==> config.mk <==
export PLATFORM = sky130hd
export DESIGN_NAME = collatz_core
export DESIGN_NICKNAME = d
export VERILOG_FILES = /design/src/rtl/collatz_pkg.sv /design/src/rtl/collatz_step.sv /design/src/rtl/collatz_core.sv
export SDC_FILE = /design/constraint.sdc
export NUM_CORES = 1
export LEC_CHECK = 0
export CORE_MARGIN = 3
export CORE_UTILIZATION = 43
export CTS_CLUSTER_DIAMETER = 30
export DETAILED_ROUTE_END_ITERATION = 8
export PLACE_DENSITY_LB_ADDON = 0.12
export SYNTH_ARGS = -nofsm -noshare
export SYNTH_HDL_FRONTEND = slang
export SYNTH_SLANG_ARGS = --single-unit
==> constraint.sdc <==
create_clock -name clk -period 7.4 [get_ports clk]
set_clock_uncertainty 0.1 [all_clocks]
set_input_delay 1.11 -clock clk [delete_from_list [all_inputs] [get_ports clk]]
set_output_delay 1.11 -clock clk [all_outputs]
set_load 0.1 [all_outputs]
==> src/rtl/collatz_pkg.sv <==
// Shared types and default sizes for the Collatz orbit engine.
package collatz_pkg;

  localparam int DEF_WIDTH     = 32;
  localparam int DEF_CNT_WIDTH = 16;

  typedef enum logic {
    IDLE = 1'b0,
    RUN  = 1'b1
  } state_e;

endpackage

==> src/rtl/collatz_step.sv <==
// One Collatz iteration: next iterate, the 3n+1 value, step increment and overflow flag.
module collatz_step
  import collatz_pkg::*;
#(
  parameter int WIDTH = DEF_WIDTH
) (
  input  logic [WIDTH-1:0] iter_i,
  input  logic             mode_i,
  output logic [WIDTH-1:0] next_o,
  output logic [WIDTH+1:0] t_o,
  output logic [1:0]       inc_o,
  output logic             ovf_o
);

  logic [WIDTH+1:0] iter_ext;

  always_comb begin
    iter_ext = {2'b00, iter_i};
    // Two extra bits hold 3n+1 for any WIDTH-bit n without wrapping.
    t_o      = (iter_ext << 1) + iter_ext + {{(WIDTH+1){1'b0}}, 1'b1};
    ovf_o    = iter_i[0] & (|t_o[WIDTH+1:WIDTH]);
    next_o   = {1'b0, iter_i[WIDTH-1:1]};
    inc_o    = 2'd1;
    if (iter_i[0]) begin
      if (mode_i) begin
        next_o = t_o[WIDTH:1];
        inc_o  = 2'd2;
      end else begin
        next_o = t_o[WIDTH-1:0];
      end
    end
  end

endmodule

==> src/rtl/collatz_core.sv <==
// Iterative Collatz orbit engine: counts steps, tracks the peak iterate, flags overflow/timeout.
module collatz_core
  import collatz_pkg::*;
#(
  parameter int WIDTH     = DEF_WIDTH,
  parameter int CNT_WIDTH = DEF_CNT_WIDTH
) (
  input  logic                 clk,
  input  logic                 reset,
  input  logic                 start,
  input  logic [WIDTH-1:0]     number,
  input  logic                 shortcut,
  output logic                 busy,
  output logic                 done,
  output logic [CNT_WIDTH-1:0] orbit_len,
  output logic [WIDTH-1:0]     path_record,
  output logic                 overflow,
  output logic                 timeout
);

  localparam logic [CNT_WIDTH-1:0] CNT_MAX = '1;

  state_e               state_q, state_d;
  logic [WIDTH-1:0]     iter_q, iter_d;
  logic                 mode_q, mode_d;
  logic [CNT_WIDTH-1:0] orbit_q, orbit_d;
  logic [WIDTH-1:0]     path_q, path_d;
  logic                 ovf_q, ovf_d;
  logic                 to_q, to_d;
  logic                 done_q, done_d;

  logic [WIDTH-1:0]     step_next;
  logic [WIDTH+1:0]     step_t;
  logic [1:0]           step_inc;
  logic                 step_ovf;
  logic [CNT_WIDTH:0]   cnt_sum;
  logic [WIDTH+1:0]     peak_cand;

  collatz_step #(.WIDTH(WIDTH)) u_step (
    .iter_i (iter_q),
    .mode_i (mode_q),
    .next_o (step_next),
    .t_o    (step_t),
    .inc_o  (step_inc),
    .ovf_o  (step_ovf)
  );

  // Carry out of the widened sum means the counter cannot absorb this step.
  function automatic logic [CNT_WIDTH:0] cnt_add(input logic [CNT_WIDTH-1:0] cnt,
                                                 input logic [1:0] inc);
    return {1'b0, cnt} + (CNT_WIDTH+1)'(inc);
  endfunction

  always_comb begin
    state_d   = state_q;
    iter_d    = iter_q;
    mode_d    = mode_q;
    orbit_d   = orbit_q;
    path_d    = path_q;
    ovf_d     = ovf_q;
    to_d      = to_q;
    done_d    = 1'b0;
    cnt_sum   = cnt_add(orbit_q, step_inc);
    // Odd steps peak at 3n+1 even when shortcut mode halves it afterwards.
    peak_cand = iter_q[0] ? step_t : {2'b00, step_next};

    unique case (state_q)
      IDLE: begin
        if (start) begin
          iter_d  = number;
          path_d  = number;
          orbit_d = '0;
          ovf_d   = 1'b0;
          to_d    = 1'b0;
          mode_d  = shortcut;
          state_d = RUN;
        end
      end
      RUN: begin
        if (iter_q[WIDTH-1:1] == '0) begin
          state_d = IDLE;
          done_d  = 1'b1;
        end else if (step_ovf) begin
          ovf_d   = 1'b1;
          state_d = IDLE;
          done_d  = 1'b1;
        end else if (cnt_sum[CNT_WIDTH]) begin
          to_d    = 1'b1;
          orbit_d = CNT_MAX;
          state_d = IDLE;
          done_d  = 1'b1;
        end else begin
          iter_d  = step_next;
          orbit_d = cnt_sum[CNT_WIDTH-1:0];
          if (peak_cand > {2'b00, path_q}) path_d = peak_cand[WIDTH-1:0];
        end
      end
      default: state_d = IDLE;
    endcase
  end

  always_ff @(posedge clk or posedge reset) begin
    if (reset) begin
      state_q <= IDLE;
      iter_q  <= '0;
      mode_q  <= 1'b0;
      orbit_q <= '0;
      path_q  <= '0;
      ovf_q   <= 1'b0;
      to_q    <= 1'b0;
      done_q  <= 1'b0;
    end else begin
      state_q <= state_d;
      iter_q  <= iter_d;
      mode_q  <= mode_d;
      orbit_q <= orbit_d;
      path_q  <= path_d;
      ovf_q   <= ovf_d;
      to_q    <= to_d;
      done_q  <= done_d;
    end
  end

  assign busy        = (state_q == RUN);
  assign done        = done_q;
  assign orbit_len   = orbit_q;
  assign path_record = path_q;
  assign overflow    = ovf_q;
  assign timeout     = to_q;

endmodule
==> results.sh <==
export IMPL_yosys_area_top_type="dfrtp_1"
export IMPL_viasPerCell=5.92
export IMPL_slew_violations=0
export IMPL_ys_ff_latch=85
export IMPL_design_portCount=88
export IMPL_vias=7616
export IMPL_worst_pin_slew_ps=996
export IMPL_place_area_sq_mm=0.00911
export IMPL_synth_flop_cell="dfrtp_1"
export IMPL_worst_setup_path_type="reg2reg"
export IMPL_fin_crit_sh_pct=81.2
export IMPL_start_kind="flip-flop"
export IMPL_syn_inst=1002
export IMPL_antenna_found_initial=0
export IMPL_synth_avg_cell_area_sq_um=8.09
export IMPL_seq_area_frac_synth_pct=26.2
export IMPL_fmax_mhz=166
export IMPL_areaGrowthSynthToFinish_pct=15.7
export IMPL_syn_nets=1123
export IMPL_route_detailed_wl_per_inst_um=19.9
export IMPL_syn_area_sq_mm=0.00811
export IMPL_period_needed_ps=6010
export IMPL_final_util_pct=51.3
export IMPL_gr_total_overflow=0
export IMPL_cts_made_buffers=9
export IMPL_hold_class="reg2reg"
export IMPL_final_cell_area_sq_mm=0.00938
export IMPL_grt_pass1_vias=7567
export IMPL_diodes=0
export IMPL_ctsHoldBuffers=0
export IMPL_track_usage_pct=25.1
export IMPL_die_w_um=143
export IMPL_clk_insertion_delay_late_ps=360
export IMPL_grt_pass1_wl_mm=40.8
export IMPL_grt_max_degree=64
export IMPL_post_cts_buffers=0
export IMPL_final_common_cell="a21oi_1"
export IMPL_cts_reportedPaths_clkPinSlew_ps=70
export IMPL_cts_resized=0
export IMPL_wl_mm=25.6
export IMPL_drive_gt1_share_pct=6.43
export IMPL_drtAntennaViolNets=0
export IMPL_drc=0
export IMPL_htreeDepth=3
export IMPL_cp_max_fo=49
export IMPL_finalSetupViolations=0
export IMPL_yosysUniqueCellTypes=72
export IMPL_place_congestion=0.954
export IMPL_ys_top_cells_by_area="dfrtp_1 26%, ha_1 13%, mux2i_1 6.1%"
export IMPL_arrival_ps=6150
export IMPL_synth_yosys_warnings=0
export IMPL_finalHoldWorstSlack_ps=421
export IMPL_fp_row_count=49
export IMPL_cts_tree="done"
export IMPL_clockBufferDepth=2
export IMPL_clock_sinks=85
export IMPL_hpwl_mm=19.4
export IMPL_relSlewSlack_pct=33.4
export IMPL_die_h_um=143
export IMPL_firstDrtPassIters=5
export IMPL_dieArea_sq_mm=0.0205
export IMPL_start_util_pct=44.4
export IMPL_synth_top_cell_area_share_pct=26.2
export IMPL_fin_nets=1175
export IMPL_async_reset_ff_share_pct=100
export IMPL_final_cell_mix="94 x a21oi_1, 90 x nand2_1, 87 x clkdlybuf4s50_1"
export IMPL_maxCapViolCount=0
export IMPL_hold_violations=0
export IMPL_drtIter0Drc=475
export IMPL_port_buffers=87
export IMPL_rsz0062_at_grt="false"
export IMPL_end_kind="flip-flop"
export IMPL_synth_edf_count=0
export IMPL_coreArea_sq_mm=0.0183
export IMPL_status="completed"
export IMPL_critPathRequiredTime_ps=7540
export IMPL_cts_root_buf="clkbuf_16"
export IMPL_finalSetupTns_ps=0
==> final cells by class <==
| class | instances | area [sq um] |
|---|---|---|
| Fill cell | 1803 | 8890 |
| Multi-Input combinational cell | 777 | 5430 |
| Sequential cell | 85 | 2130 |
| Timing Repair Buffer | 97 | 946 |
| Inverter | 84 | 317 |
| Tap cell | 229 | 287 |
| Clock buffer | 9 | 225 |
| Clock inverter | 6 | 47.5 |
==> final timing paths <==
path	from	to	slack (ps)	cells past startpoint
max	iter_q[0]	path_record[0]	1390	18
min	timeout	timeout	420	2
max reg2reg	iter_q[0]	path_record[0]	1390	18
min reg2reg	timeout	timeout	420	2
max in group asynchronous	reset	busy	4920	3
min in group asynchronous	reset	path_record[5]	980	2
==> flip-flops by register name, indices dropped and copies added, names as in the netlist <==
signal,cells
path_record,32
timeout,1
mode_q,1
done,1
busy,1
overflow,1
iter_q,32
orbit_len,16
==> layer usage <==
layer	track usage (%)	vias to the layer above	part of all wire (%)	routed length, um
met5	0	-	0	0
met4	6.69	0	2.5	632
met3	3.09	44	3.7	961
met2	45.9	196	51	13100
met1	31.2	3644	43	10900
li1	-	3732	-	-
==> stage by stage <==
step / setup slack (ps) / instances
2_1_floorplan: 2460 / 1002
3_3_place_gp: 1560 / 1272
3_5_place_dp: 1440 / 1272
4_1_cts: 1420 / 1287
5_1_grt: 925 / 1287
6_report: 1390 / 1287
==> critical path, cell delays in order (launching register included) <==
cell and delay (ps):
dfrtp_2 860, clkinv_1 210, ha_1 350, nor2b_1 120, o211ai_1 140, a2111o_1 430, a31o_2 310, o31ai_2 350
o21ai_0 180, xor2_1 280, a21oi_1 160, ha_1 320, nand4_1 150, nor4_1 360, a21oi_1 110, o31a_1 290
a21boi_4 300, buf_4 460, mux2_2 380
==> synthesized netlist by cell type (3+ instances only) <==
library cell  number
o221ai_1           4
mux2i_1           49
a21boi_0           5
xor2_1            11
dfrtp_1           85
and2_1             4
nand2_1           90
nor4_1             7
buf_1              8
mux2_4             6
a311oi_1           8
clkbuf_1          38
nand4_1           18
a31oi_1           23
ha_1              83
or2_2              4
a31o_2             4
nand3_1           22
mux2_2            16
o22ai_1            4
a21oi_1           94
buf_2              7
o31a_1             3
o31ai_1            4
a41oi_1            5
mux2_1             4
a211o_1            4
o211ai_1          15
xnor2_1           15
nor2b_1            9
o21bai_1           6
a21o_1            14
a211oi_1          20
and3_1             6
nand2b_1          10
o21a_1            10
o21ai_0           65
nor2_1            81
nor3_1            16
inv_1             82
==> cell families (layout without fill, tap and decap cells) <==
| group | after synthesis | after routing | synth area share [%] |
|---|---|---|---|
| AO/OA/AOI/OAI | 315 | 315 | 25.3 |
| adder cells (fa/ha/maj) | 85 | 85 | 13.3 |
| multiplexers | 75 | 75 | 9.94 |
| XOR/XNOR | 26 | 26 | 2.81 |
| buffers and inverters | 140 | 196 | 6.78 |
| flip-flops | 85 | 85 | 26.2 |
| AND/OR/NAND/NOR | 276 | 276 | 15.6 |
Power is not shown: default switching activity piles up to over one toggle a cycle in this logic, so the estimate is an artifact.
